$ cat config.mk
export PLATFORM = sky130hd
export DESIGN_NAME = hq_metric_selector
export DESIGN_NICKNAME = d
export VERILOG_FILES = /design/src/rtl/hq_metric_selector.sv
export SDC_FILE = /design/constraint.sdc
export NUM_CORES = 2
export LEC_CHECK = 0
export ABC_CLOCK_PERIOD_IN_PS = 3900
export BUFFER_PORTS_ARGS = -buffer_cell sky130_fd_sc_hd__buf_4
export CORE_MARGIN = 1.5
export CORE_UTILIZATION = 55
export CTS_BUF_LIST = sky130_fd_sc_hd__clkbuf_2
export DETAILED_ROUTE_END_ITERATION = 16
export HOLD_SLACK_MARGIN = 0.08
export MAX_ROUTING_LAYER = met4
export PLACE_DENSITY_LB_ADDON = 0.05
export SLEW_MARGIN = 0
export SYNTH_ARGS = -nofsm -noshare
export SYNTH_HDL_FRONTEND = slang
export SYNTH_SLANG_ARGS = --single-unit
$ cat constraint.sdc
create_clock -name clk -period 3.9 [get_ports clk]
set_input_delay 0.195 -clock clk [delete_from_list [all_inputs] [get_ports clk]]
set_output_delay 0.195 -clock clk [all_outputs]
set_load 0.005 [all_outputs]
$ cat src/rtl/hq_metric_selector.sv
// Frobenius-energy metric per 4x2 Hq candidate and arg-max selection over a 16-candidate run.
// Metrics are saturating Q-format sums of |Hq_ij|^2; ties keep the lower candidate index.
module hq_metric_selector #(
  parameter int unsigned Q         = 8,
  parameter int unsigned N         = 16,
  parameter int unsigned ACC_WIDTH = 32
) (
  input  logic                 clk,
  input  logic                 rst,
  input  logic                 start,
  input  logic                 hq_in_valid,
  input  logic signed [N-1:0]  hq_in_r,
  input  logic signed [N-1:0]  hq_in_i,
  input  logic                 hq_one_matrix_done,
  input  logic                 all_16_hq_done,
  output logic                 metric_valid,
  output logic [ACC_WIDTH-1:0] metric_out,
  output logic [3:0]           metric_idx,
  output logic                 sel_valid,
  output logic [3:0]           sel_index,
  output logic [ACC_WIDTH-1:0] sel_metric,
  output logic                 busy,
  output logic                 sync_err
);

  localparam int unsigned PW = 2 * N;
  localparam int unsigned SW = ((ACC_WIDTH > PW) ? ACC_WIDTH : PW) + 1;

  typedef enum logic [1:0] {StIdle, StRun, StResult} state_t;

  state_t               state, state_next;
  logic [2:0]           elem_cnt;
  logic [3:0]           cand_cnt;
  logic [ACC_WIDTH-1:0] acc;
  logic [ACC_WIDTH-1:0] best_metric;
  logic [3:0]           best_idx;

  logic signed [PW-1:0] prod_r, prod_i;
  logic [PW:0]          pow_sum;
  logic [PW-1:0]        sq;
  logic [SW-1:0]        acc_sum;
  logic [ACC_WIDTH-1:0] acc_sat;
  logic                 elem_in, close, framing_bad, cmp_take;
  logic [ACC_WIDTH-1:0] cmp_metric;
  logic [3:0]           cmp_idx;

  // One extra bit keeps 2*(-32768)^2 from wrapping before the shift.
  assign prod_r  = hq_in_r * hq_in_r;
  assign prod_i  = hq_in_i * hq_in_i;
  assign pow_sum = {1'b0, prod_r} + {1'b0, prod_i};
  assign sq      = PW'(pow_sum >> Q);
  assign acc_sum = SW'(acc) + SW'(sq);
  assign acc_sat = (|acc_sum[SW-1:ACC_WIDTH]) ? {ACC_WIDTH{1'b1}} : acc_sum[ACC_WIDTH-1:0];

  assign elem_in     = (state == StRun) && hq_in_valid && !start;
  assign close       = elem_in && (elem_cnt == 3'd7);
  assign framing_bad = (hq_one_matrix_done && (elem_cnt != 3'd7)) ||
                       (all_16_hq_done && ((cand_cnt != 4'd15) || (elem_cnt != 3'd7)));
  assign busy        = (state != StIdle);

  // Candidate 0 always seeds the running best, so stale best values never win.
  always_comb begin
    cmp_take   = (metric_out > best_metric) || (metric_idx == 4'd0);
    cmp_metric = cmp_take ? metric_out : best_metric;
    cmp_idx    = cmp_take ? metric_idx : best_idx;
  end

  always_comb begin
    state_next = state;
    unique case (state)
      StIdle:   state_next = StIdle;
      StRun:    if (metric_valid && (metric_idx == 4'd15)) state_next = StResult;
      StResult: state_next = StIdle;
      default:  state_next = StIdle;
    endcase
    if (start) state_next = StRun;
  end

  always_ff @(posedge clk or posedge rst) begin
    if (rst) begin
      state        <= StIdle;
      elem_cnt     <= '0;
      cand_cnt     <= '0;
      acc          <= '0;
      best_metric  <= '0;
      best_idx     <= '0;
      metric_valid <= 1'b0;
      metric_out   <= '0;
      metric_idx   <= '0;
      sel_valid    <= 1'b0;
      sel_index    <= '0;
      sel_metric   <= '0;
      sync_err     <= 1'b0;
    end else begin
      state        <= state_next;
      metric_valid <= close;
      sel_valid    <= 1'b0;
      if (start) begin
        elem_cnt    <= '0;
        cand_cnt    <= '0;
        acc         <= '0;
        best_metric <= '0;
        best_idx    <= '0;
        sync_err    <= 1'b0;
      end else begin
        if (elem_in) begin
          if (close) begin
            metric_out <= acc_sat;
            metric_idx <= cand_cnt;
            acc        <= '0;
            elem_cnt   <= '0;
            cand_cnt   <= cand_cnt + 4'd1;
          end else begin
            acc      <= acc_sat;
            elem_cnt <= elem_cnt + 3'd1;
          end
          if (framing_bad) sync_err <= 1'b1;
        end
        if ((state == StRun) && metric_valid) begin
          best_metric <= cmp_metric;
          best_idx    <= cmp_idx;
          if (metric_idx == 4'd15) begin
            sel_valid  <= 1'b1;
            sel_index  <= cmp_idx;
            sel_metric <= cmp_metric;
          end
        end
      end
    end
  end

endmodule

Word-level counts from Yosys, hierarchy flattened

Cells that the tools add are included.
W data, S select, Z words.

Memory bits (writable): 0
Output and inout bits: 76
Bits in read-only memories: 0
Memories: 0
Logic and storage cells: 73
Register bits after elaboration: 152
Bits in latches: 0

Magnitude comparators: 1
Muxes and demuxes: 25
Div/mod/pow operators: 0
$add $sub $neg: 4
Reductions and logical operators: 21
Bitwise logic cells: 1
Multiply operators: 2
Eq/ne operators: 6
Shift operators: 0

Operators with widths:

| cell                  | count |
|---|---|
| $mux W32              | 7 |
| $mul A16 B16 Y32      | 2 |
| $add A32 B25 Y33      | 1 |
| $add A32 B32 Y33      | 1 |
| $gt A32 B32 Y1        | 1 |
| $mux W4               | 6 |
| $reduce_bool A2 Y1    | 5 |
| $mux W3               | 3 |
| $logic_and A1 B1 Y1   | 7 |
| $mux W1               | 6 |
| $mux W2               | 3 |
| $ne A3 B3 Y1 const B  | 2 |
| $reduce_and A3 Y1     | 2 |
| $add A4 B1 Y4 const B | 1 |
| $eq A4 B4 Y1 const B  | 1 |
| $logic_not A4 Y1      | 1 |
| $ne A4 B4 Y1 const B  | 1 |
| $reduce_and A2 Y1     | 2 |
| $add A3 B1 Y3 const B | 1 |
| $eq A3 B3 Y1 const B  | 1 |
| $logic_or A1 B1 Y1    | 3 |
| $eq A2 B1 Y1 const B  | 1 |
| $logic_not A1 Y1      | 1 |
| $not A1 Y1            | 1 |

Longest topological paths before layout

Depth after elaboration: 7
Mapped depth: 44
Depth with buffers taken out: 43

Worst setup path before layout

No wires, ideal clock.

Kind: input-to-reg
Start: input hq_in_i[1]
End: register metric_out[31]
Slack: -5.313 ns
Cell stages on the path: 41
Arrival time: 9.093 ns
Buffers on the path: 2
Path through: clkbuf_1 clkbuf_1 nand2_1 fa_1 fa_1 fa_1 inv_1 fa_1 fa_1 inv_1 fa_1 inv_1 ha_1 and3_1 and2_1 and3_1 o21ai_0 a21oi_1 [5 not listed] o21ai_0 nand2b_1 a21oi_1 o21bai_1 a21boi_0 or2_2 a21oi_1 o21ai_0 xor2_1 ha_1 and3_1 and4_1 nand2_1 nor3_1 o211ai_1 a21oi_1 nand4_1 a31o_2

Longest elaborated chain between the ends: 4

RTL lines:

| element              | RTL line | source |
|---|---|---|
| start, declared      | 13       | `input logic signed [N-1:0] hq_in_i,` |
| $mul A16 B16 Y32     | 49       | `assign prod_i = hq_in_i * hq_in_i;` |
| $add A32 B32 Y33     | 50       | `assign pow_sum = {1'b0, prod_r} + {1'b0, prod_i};` |
| $add A32 B25 Y33     | 52       | `assign acc_sum = SW'(acc) + SW'(sq);` |
| $mux W32             | 53       | `assign acc_sat = (\|acc_sum[SW-1:ACC_WIDTH]) ? {ACC_WIDTH{1'b1}} : acc_sum[ACC_WIDTH-1:0];` |
| end signal, assigned | 108      | `metric_out <= acc_sat;` |
| end, declared        | 17       | `output logic [ACC_WIDTH-1:0] metric_out,` |

No other way between the ends.
A chain may end at the register's enable or synchronous reset.

Worst setup path in the final report

Start: input hq_in_i[4]
End: register metric_out[31]

The elaborated chain is that of the path after synthesis.

==> impl_results.md <==
* Status: finished with violations
* Failing checks: setup timing
* CTS Buf Count at 17
* Vias per cell at 5.22
* First-pass GRT wire length at roughly 120 mm
* Sequential share of the synthesized area at between 10% and 20%
* Worst Path Buf+Inv at 7
* Final worst-path cycle share at 205%
* Final core occ at 72.5%
* Total GRT Usage at between 20% and 30%
* Commonest non-fill, non-tap cells in the layout: inv_1 (694), buf_4 (676), fa_1 (454)
* 1st-iter DRT viols at 1176
* Worst skew pair latency at about 0.76 ns
* Boundary pin count at 114
* Placer Congestion at between 0.9 and 1
* Crit path DAT at 8.66 ns
* FMAX at 125 MHz
* Pre-antenna DRT Iters at 7
* CTS tree: built
* Yosys reg bits at between 150 and 200
* Synth unique cells at slightly above 70
* Antenna violations before repair at 1
* CTS root buffer: clkbuf_2
* Hold crit path type: input port to flip-flop
* Min cycle time layout at about 8 ns
* DRC viols at 0
* Most common library cell in the layout ignoring fill and taps: inv_1
* Slew HR at 9.98%
* Max Fanout on Critical Path at 8
* Placed insts at about 4400
* Final Non-Filler Cells at roughly 4500
* Yosys Warn Count at 0
* CP peak stage delay at ~0.58 ns
* Final net count at approximately 4600
* Share of layout cells above drive strength 1 at roughly 28%
* Skew final at ~0.035 ns
* Number of enable flip-flop cells after synthesis at 0
* Final hold slack at a little under 0.4 ns
* Overflow after GRT at 0
* CTS max path bufs at 2
* Vias in the first global route at 25000
* Largest net degree at the start of global routing at roughly 120
* Synth async-reset ratio at 100%
* Crit path max-delay family: adder cells
* Core box area at ~49000 um^2
* Synth top area share at 34.2%
* Final Hold Fails at 0
* Setup ws final at -4.11 ns
* # fillers at 3911
* Routed Antenna Nets at 0
* TritonCTS sink count at 152
* Die Y at 227 um
* Slowest library cell on the worst path: fa_2
* Crit path launch type: input port
* # setup viols final at 64
* Final Max Tran Viols at 0
* Crit path kind: input port to flip-flop
* Pre-CTS setup slack at -5.06 ns
* Post-Syn Instances at around 3100
* Site Rows at just over 80
* PortBufs at 113
* Initial Utilization at between 50% and 60%
* CTS H-tree lvls at 4
* WP data required at 4.55 ns
* Post-DP HPWL at 58.7 mm
* Average size of a mapped cell at about 8.8 um^2
* Area grow syn2layout at 29.4%
* Mapped cell area at ~28000 um^2
* Worst setup EP type: flip-flop
* Primary FF master, synth: dfrtp_1
* CTS clk-pin slew, worst paths at between 0.2 and 0.25 ns
* Via count at ~23000
* Final WL at 70.4 mm
* Die width at about 230 um
* Routed wire per std cell at about 16 um
* Slew @ Worst Pin at ~1.3 ns
* Die area at 51500 um^2
* RSZ-0062 raised after global routing: yes
* Max capacitance violation total at 0
* Most area-hungry cell type in the Yosys netlist: fa_1
* Synth area leaders: fa_1 (34%), dfrtp_1 (14%), ha_1 (12%)
* Syn Nets at between 3000 and 4000
final timing paths:
check,from,endpoint,slack [ns],cells past startpoint
setup / recovery,hq_in_i[4],metric_out[31]$_DFFE_PP0P_,-4.11,42
hold / removal,hq_in_valid,cand_cnt[2]$_DFFE_PP0P_,0.40,5
setup reg to reg,metric_out[25]$_DFFE_PP0P_,best_metric[13]$_DFFE_PP0P_,0.41,12
hold reg to reg,acc[4]$_DFFE_PP0P_,acc[4]$_DFFE_PP0P_,0.54,2
max in group asynchronous,rst,sel_metric[12]$_DFFE_PP0P_,2.15,5
min in group asynchronous,rst,sel_index[2]$_DFFE_PP0P_,0.67,4
cell type report:
class	instances	area (um^2)	area share, %
Multi-Input combinational cell	2172	22200	62.3
Timing Repair Buffer	737	5920	16.6
Sequential cell	152	3800	10.7
Inverter	713	2700	7.56
Tap cell	664	831	2.33
Clock inverter	14	124	0.347
Clock buffer	18	90.1	0.252
Antenna cell	1	2.50	0.00701
worst register-to-register path, cell delays in order (launching register included):
cell	delay [ns]
dfrtp_1	0.53
ha_1	0.36
a21o_1	0.17
a21o_1	0.17
a21o_1	0.19
a211oi_1	0.21
o21ai_0	0.19
nor4bb_1	0.56
buf_4	0.24
o21a_2	0.19
buf_12	0.25
o21ai_0	0.19
a21oi_1	0.19
per-stage QoR:
stage,instance area (um^2),TNS (ns)
2_1_floorplan,28000,-277.07
3_3_place_gp,33400,-306.25
3_5_place_dp,33400,-312.36
4_1_cts,34900,-240.72
5_1_grt,35700,-272.85
6_report,35700,-256.71
Yosys cell counts (18+ instances only):
| library cell | n |
|---|---|
| a21o_1 | 48 |
| a21oi_1 | 131 |
| a31oi_1 | 47 |
| and2_1 | 83 |
| clkbuf_1 | 92 |
| dfrtp_1 | 152 |
| fa_1 | 472 |
| ha_1 | 271 |
| inv_1 | 711 |
| nand2_1 | 324 |
| nand2b_1 | 23 |
| nand3_1 | 67 |
| nand4_1 | 21 |
| nor2_1 | 192 |
| nor2b_1 | 18 |
| nor3_1 | 30 |
| o21ai_0 | 132 |
| xnor2_1 | 102 |
| xor2_1 | 24 |
timing repair:
item                                    CTS  global route
hold endpoints to repair                103             0
endpoints found under the setup margin   64            64
pin swaps                                97            90
hold buffers                              8             0
setup buffers                            35            30
cloned                                    2             1
gates resized for setup                 209           145
layer usage:
| layer | track usage, % | wire length [um] | vias to the layer above |
|---|---|---|---|
| li1 | - | - | 11100 |
| met1 | 35.6 | 29100 | 11600 |
| met2 | 52.1 | 37200 | 492 |
| met3 | 1.83 | 2200 | 120 |
| met4 | 9.04 | 1940 | 0 |
| met5 | - | 0 | - |
kinds of logic (layout without fill, tap and decap cells):
family / count (synthesis) / after routing / share of synthesized area, %
and+or+nand+nor: 820 / 820 / 13.7
other: 0 / 1 / 0
buffers and inverters: 817 / 1482 / 11.1
muxes: 7 / 7 / 0.267
xor gates and xnor gates: 126 / 126 / 4.00
DFF: 152 / 152 / 13.8
AOI/OAI and AO/OA: 476 / 476 / 10.6
adders and majority gates: 743 / 743 / 46.5
flip-flops by register name, indices dropped and copies added, names as in the netlist, 4 cells and up:
signal and count:
cand_cnt 4, acc 32, metric_out 32, metric_idx 4
sel_metric 32, best_metric 32, best_idx 4, sel_index 4
Power is left out: the tool's default activity adds up to more than one toggle a clock period on the data nets, which glitch-free logic cannot reach.
